==> src/rtl/scan_pkg.sv <==
// Shared constants, FSM state type and the lowest-set-bit helper for the
// channel scan sequencer feeding the 3-to-8 one-hot decoder.
package scan_pkg;

    localparam int IDX_W  = 3;
    localparam int NUM_CH = 8;

    typedef enum logic {
        IDLE = 1'b0,
        RUN  = 1'b1
    } state_t;

    // Index of the lowest set bit; 0 when the mask is empty.
    function automatic logic [IDX_W-1:0] lowest_set(input logic [NUM_CH-1:0] m);
        logic [IDX_W-1:0] r;
        r = '0;
        for (int i = NUM_CH - 1; i >= 0; i--) begin
            if (m[i]) begin
                r = IDX_W'(i);
            end
        end
        return r;
    endfunction

endpackage

==> src/rtl/rr_next_index.sv <==
// Combinational round-robin successor: next set mask bit strictly above cur,
// searching cyclically, with a wrap flag and an empty-mask flag.
module rr_next_index
    import scan_pkg::*;
(
    input  logic [NUM_CH-1:0] mask,
    input  logic [IDX_W-1:0]  cur,
    output logic [IDX_W-1:0]  nxt,
    output logic              wrapped,
    output logic              none
);

    logic [IDX_W-1:0] cand;
    logic             found;

    // Offsets 1..NUM_CH; the last offset lands on cur itself, so a lone
    // enabled channel selects itself and reports a wrap.
    always_comb begin
        nxt   = cur;
        cand  = '0;
        found = 1'b0;
        for (int k = 1; k <= NUM_CH; k++) begin
            cand = IDX_W'(int'(cur) + k);
            if (!found && mask[cand]) begin
                nxt   = cand;
                found = 1'b1;
            end
        end
    end

    assign wrapped = (nxt <= cur);
    assign none    = (mask == '0);

endmodule

==> src/rtl/scan_sequencer.sv <==
// Steps a registered channel index through the enabled mask bits, dwelling
// div_max+1 cycles per channel; all outputs are registered.
module scan_sequencer #(
    parameter int DIV_W  = 16,
    parameter int IDX_W  = 3,
    parameter int NUM_CH = 8
) (
    input  logic              clk,
    input  logic              rst,
    input  logic              en,
    input  logic [NUM_CH-1:0] mask,
    input  logic [DIV_W-1:0]  div_max,
    output logic [IDX_W-1:0]  idx,
    output logic              idx_valid,
    output logic              tick,
    output logic              wrap
);

    import scan_pkg::*;

    state_t           state;
    logic [DIV_W-1:0] div_cnt;
    logic [IDX_W-1:0] nxt;
    logic             nxt_wrapped;
    logic             mask_none;

    rr_next_index u_next (
        .mask    (mask),
        .cur     (idx),
        .nxt     (nxt),
        .wrapped (nxt_wrapped),
        .none    (mask_none)
    );

    always_ff @(posedge clk) begin
        if (rst) begin
            state     <= IDLE;
            div_cnt   <= '0;
            idx       <= '0;
            idx_valid <= 1'b0;
            tick      <= 1'b0;
            wrap      <= 1'b0;
        end else begin
            case (state)
                IDLE: begin
                    div_cnt   <= '0;
                    idx_valid <= 1'b0;
                    tick      <= 1'b0;
                    wrap      <= 1'b0;
                    if (en && !mask_none) begin
                        state     <= RUN;
                        idx       <= lowest_set(mask);
                        idx_valid <= 1'b1;
                        tick      <= 1'b1;
                    end
                end
                RUN: begin
                    // Stopping outranks advancing; idx keeps its last value.
                    if (!en || mask_none) begin
                        state     <= IDLE;
                        div_cnt   <= '0;
                        idx_valid <= 1'b0;
                        tick      <= 1'b0;
                        wrap      <= 1'b0;
                    end else if (div_cnt >= div_max) begin
                        // >= lets a div_max lowered mid-dwell end it at once.
                        div_cnt <= '0;
                        idx     <= nxt;
                        tick    <= 1'b1;
                        wrap    <= nxt_wrapped;
                    end else begin
                        div_cnt <= div_cnt + DIV_W'(1);
                        tick    <= 1'b0;
                        wrap    <= 1'b0;
                    end
                end
                default: begin
                    state     <= IDLE;
                    div_cnt   <= '0;
                    idx_valid <= 1'b0;
                    tick      <= 1'b0;
                    wrap      <= 1'b0;
                end
            endcase
        end
    end

endmodule

==> config.mk <==
export PLATFORM = sky130hd
export DESIGN_NAME = scan_sequencer
export DESIGN_NICKNAME = d
export VERILOG_FILES = /design/src/rtl/scan_pkg.sv /design/src/rtl/rr_next_index.sv /design/src/rtl/scan_sequencer.sv
export SDC_FILE = /design/constraint.sdc
export NUM_CORES = 1
export LEC_CHECK = 0
export ABC_AREA = 1
export BUFFER_PORTS_ARGS = -buffer_cell sky130_fd_sc_hd__clkbuf_2
export CORE_UTILIZATION = 52
export DETAILED_ROUTE_END_ITERATION = 16
export GPL_TIMING_DRIVEN = 1
export PLACE_DENSITY = 0.77
export SYNTH_ARGS = -nofsm -noshare
export SYNTH_HDL_FRONTEND = slang
export SYNTH_SLANG_ARGS = --single-unit
==> constraint.sdc <==
create_clock -name clk -period 2.6 [get_ports clk]
set_input_delay 0.26 -clock clk [delete_from_list [all_inputs] [get_ports clk]]
set_output_delay 0.26 -clock clk [all_outputs]
set_load 0.005 [all_outputs]
==> flow_metrics.tcl <==
set metrics [dict create \
    htreeDepth 1 \
    final_max_slew_viol_count 0 \
    synth_area_mm2 0.00226 \
    ys_seq_elements 23 \
    hold_viol 0 \
    worstMarginPinSlew_ns 0.349 \
    first_global_vias 2134 \
    worstHoldPathType "input port to flip-flop" \
    wire_per_inst_um 11.9 \
    status "finished, violations left" \
    cts_tree "done" \
    ys_seq_area_frac 0.204 \
    core_area_mm2 0.00409 \
    place.gp.congestion 0.895 \
    finalWorstSetupSlack_ns -0.0523 \
    seqCellArea_um2 465 \
    worst_clock_skew_ns 0.00781 \
    cts.clk_slew.worst_paths_ns 0.08 \
    fmax_mhz 377 \
    die_area_mm2 0.00461 \
    maxCapViolations 0 \
    mostFrequentLayoutCell "nand2_1" \
    p_comb_frac 0.548 \
    rsz0062_at_grt "yes" \
    firstDrtPassIters 4 \
    num_vias 2367 \
    setup_viol 1 \
    postLayoutCoreUtil 0.691 \
    grt_overflow 0 \
    layout_common_cells "nand2_1 (83), inv_1 (47), clkbuf_2 (32), nand3_1 (29), nor2_1 (29)" \
    yosys.area.top_type "dfxtp_1" \
    p_total_uw 1300 \
    r2r_setup_slack_ns -0.05 \
    synth-edff-count 0 \
    internal_power_uw 776 \
    yosysWarnings 0 \
    ios 33 \
    dp_hpwl_um 4120 \
    p_sw_frac 0.404 \
    vdd_drop_max_mv 0.312 \
    setup-tns-final_ns -0.0523 \
    antenna_left 0 \
    first_iter_violations 130 \
    grt_pass1_wl_um 8480 \
    drcViolationCount 0 \
    grtUsageTotal 0.238 \
    die_w_um 67.9 \
    drive_gt1_frac 0.288 \
    routed_wl_um 5380 \
    placementRows 23 \
    placed_cell_area_mm2 0.00258 \
    fin_area_mm2 0.00282 \
    initial_utilization 0.553 \
    clk-insertion-delay-late_ns 0.27 \
    synth.avg_cell_area_um2 6.40 \
    pwr-share-seq 0.282 \
    grt_max_degree 17 \
    pre_cts_slack_ns -0.0874 \
    crit_path_max_fanout 6 \
    clockBufferDepth 2 \
    p_sw_uw 526 \
    cts_root_buf "clkbuf_8" \
    portBuffers 32 \
    cts_sinks 23 \
    cts_buffers 3 \
    antenna_found_initial 0 \
    cp-start-kind "flip-flop" \
    async_reset_ff_frac 0 \
    viasPerCell 5.23 \
    max_slew_margin 0.765 \
    synth_ff_type "dfxtp_1" \
    end_kind "flip-flop" \
    area_growth_pct 25.0 \
    nNetsFinal 453 \
    layout_min_cycle_time_ns 2.65 \
    synth_top_cells_by_area "dfxtp_1 (20%), nand2_1 (15%), ha_1 (12%), inv_1 (8.0%), nand3_1 (7.8%)" \
    hold_buffers 0 \
    p_leak_uw 0.00143 \
    syn_nets 402 \
    synth.distinct_cells 36 \
    multi_input_area_mm2 0.00171 \
    antennaDiodeCount 0 \
    cp.arrival_ns 2.83 \
    fillCellCount 356 \
    crit_type "flip-flop to flip-flop" \
    synth_top_area_share 0.204 \
    violations "setup timing" \
    cp.required_ns 2.77 \
    dieHeight_um 67.9 \
    powerDensity_mw_per_mm2 461 \
    syn_inst 353 \
    min_period_over_period 1.02 \
    clock_power_share 0.170 \
]
worst max-delay path: stages (launching register included):
cell and delay, ns:
dfxtp_4 0.40, inv_4 0.05, ha_4 0.29, inv_8 0.10, nand3_2 0.09, nand2_2 0.11, nand2_2 0.06, nand2_2 0.09
inv_2 0.06, nor2_4 0.11, nand2_2 0.08, nor2_4 0.14, nand3_4 0.09, nand2_1 0.09, inv_1 0.05, nand2_2 0.08
nand2_2 0.07, ha_4 0.27, nand2_1 0.05, o21ai_1 0.10, a21oi_1 0.07, nand3_1 0.08, inv_1 0.04
repair_timing:
item | CTS | global route
pin swaps | 5 | 5
gates resized for setup | 5 | 29
setup endpoints to repair | 1 | 2
endpoints found under the hold margin | 0 | 0
setup buffers | 3 | 2
power groups by stage:
stage / Combinational [uW] / Clock, uW / Sequential [uW]
5_1_grt: 801 / 240 / 368
4_1_cts: 600 / 223 / 366
3_5_place_dp: 562 / 0 / 374
2_1_floorplan: 395 / 0 / 374
6_report: 714 / 221 / 367
3_3_place_gp: 550 / 0 / 374
registers in the layout (all words and copies together), names as in the netlist:
name / count
wrap: 1
idx_valid: 1
tick: 1
div_cnt: 16
idx: 3
state: 1
logic make-up after synthesis:
logic type	after synthesis	synth area share
buffers and inverters	60	0.110
and+or+nand+nor	202	0.437
DFF	23	0.204
AOI/OAI and AO/OA	37	0.0892
adders and majority gates	22	0.122
xor gates and xnor gates	9	0.0382
routing by layer:
layer	share of wire	track usage	routed length, um	vias to the layer above
met5	0	0	0	-
met4	0.036	0.0833	195	0
met3	0.041	0.0233	218	18
met2	0.51	0.450	2730	55
met1	0.42	0.273	2240	1056
li1	-	-	-	1238
final timing paths:
check | startpoint | end | cells after the start
worst min-delay path | rst | state | 2
worst min register to register | idx_valid | idx_valid | 2
worst max-delay path | idx[0] | wrap | 22
worst max register to register | idx[0] | wrap | 22
synth_stat cells, types with 2 or more instances:
cell / count
nor2_4: 5
nand3_2: 9
nand4_1: 3
xnor2_1: 2
inv_2: 5
xor2_1: 6
buf_4: 2
ha_1: 22
or2_2: 3
nor2_1: 29
nor3b_1: 2
nor3_1: 8
o21ai_1: 2
nand2_1: 90
nand3_1: 35
nand2_4: 2
a21oi_1: 19
nand2_2: 12
inv_1: 48
o21ai_0: 9
buf_6: 2
a31oi_1: 2
dfxtp_1: 23
layout make-up:
cell class | count | share of cell area
multi-input cells | 270 | 0.605
flip-flops and latches | 23 | 0.165
repair buffers | 52 | 0.116
inverters | 54 | 0.0762
well taps | 50 | 0.0222
clock buffers | 3 | 0.0146
clock inverters | 1 | 0.00177
stage by stage:
step                hold slack, ns  cells
floorplan                    0.367    353
finish                       0.266    453
CTS                          0.262    451
global route                 0.275    453
global placement             0.460    444
detailed placement           0.478    444
No activity file was read; power rests on OpenSTA's default activity.
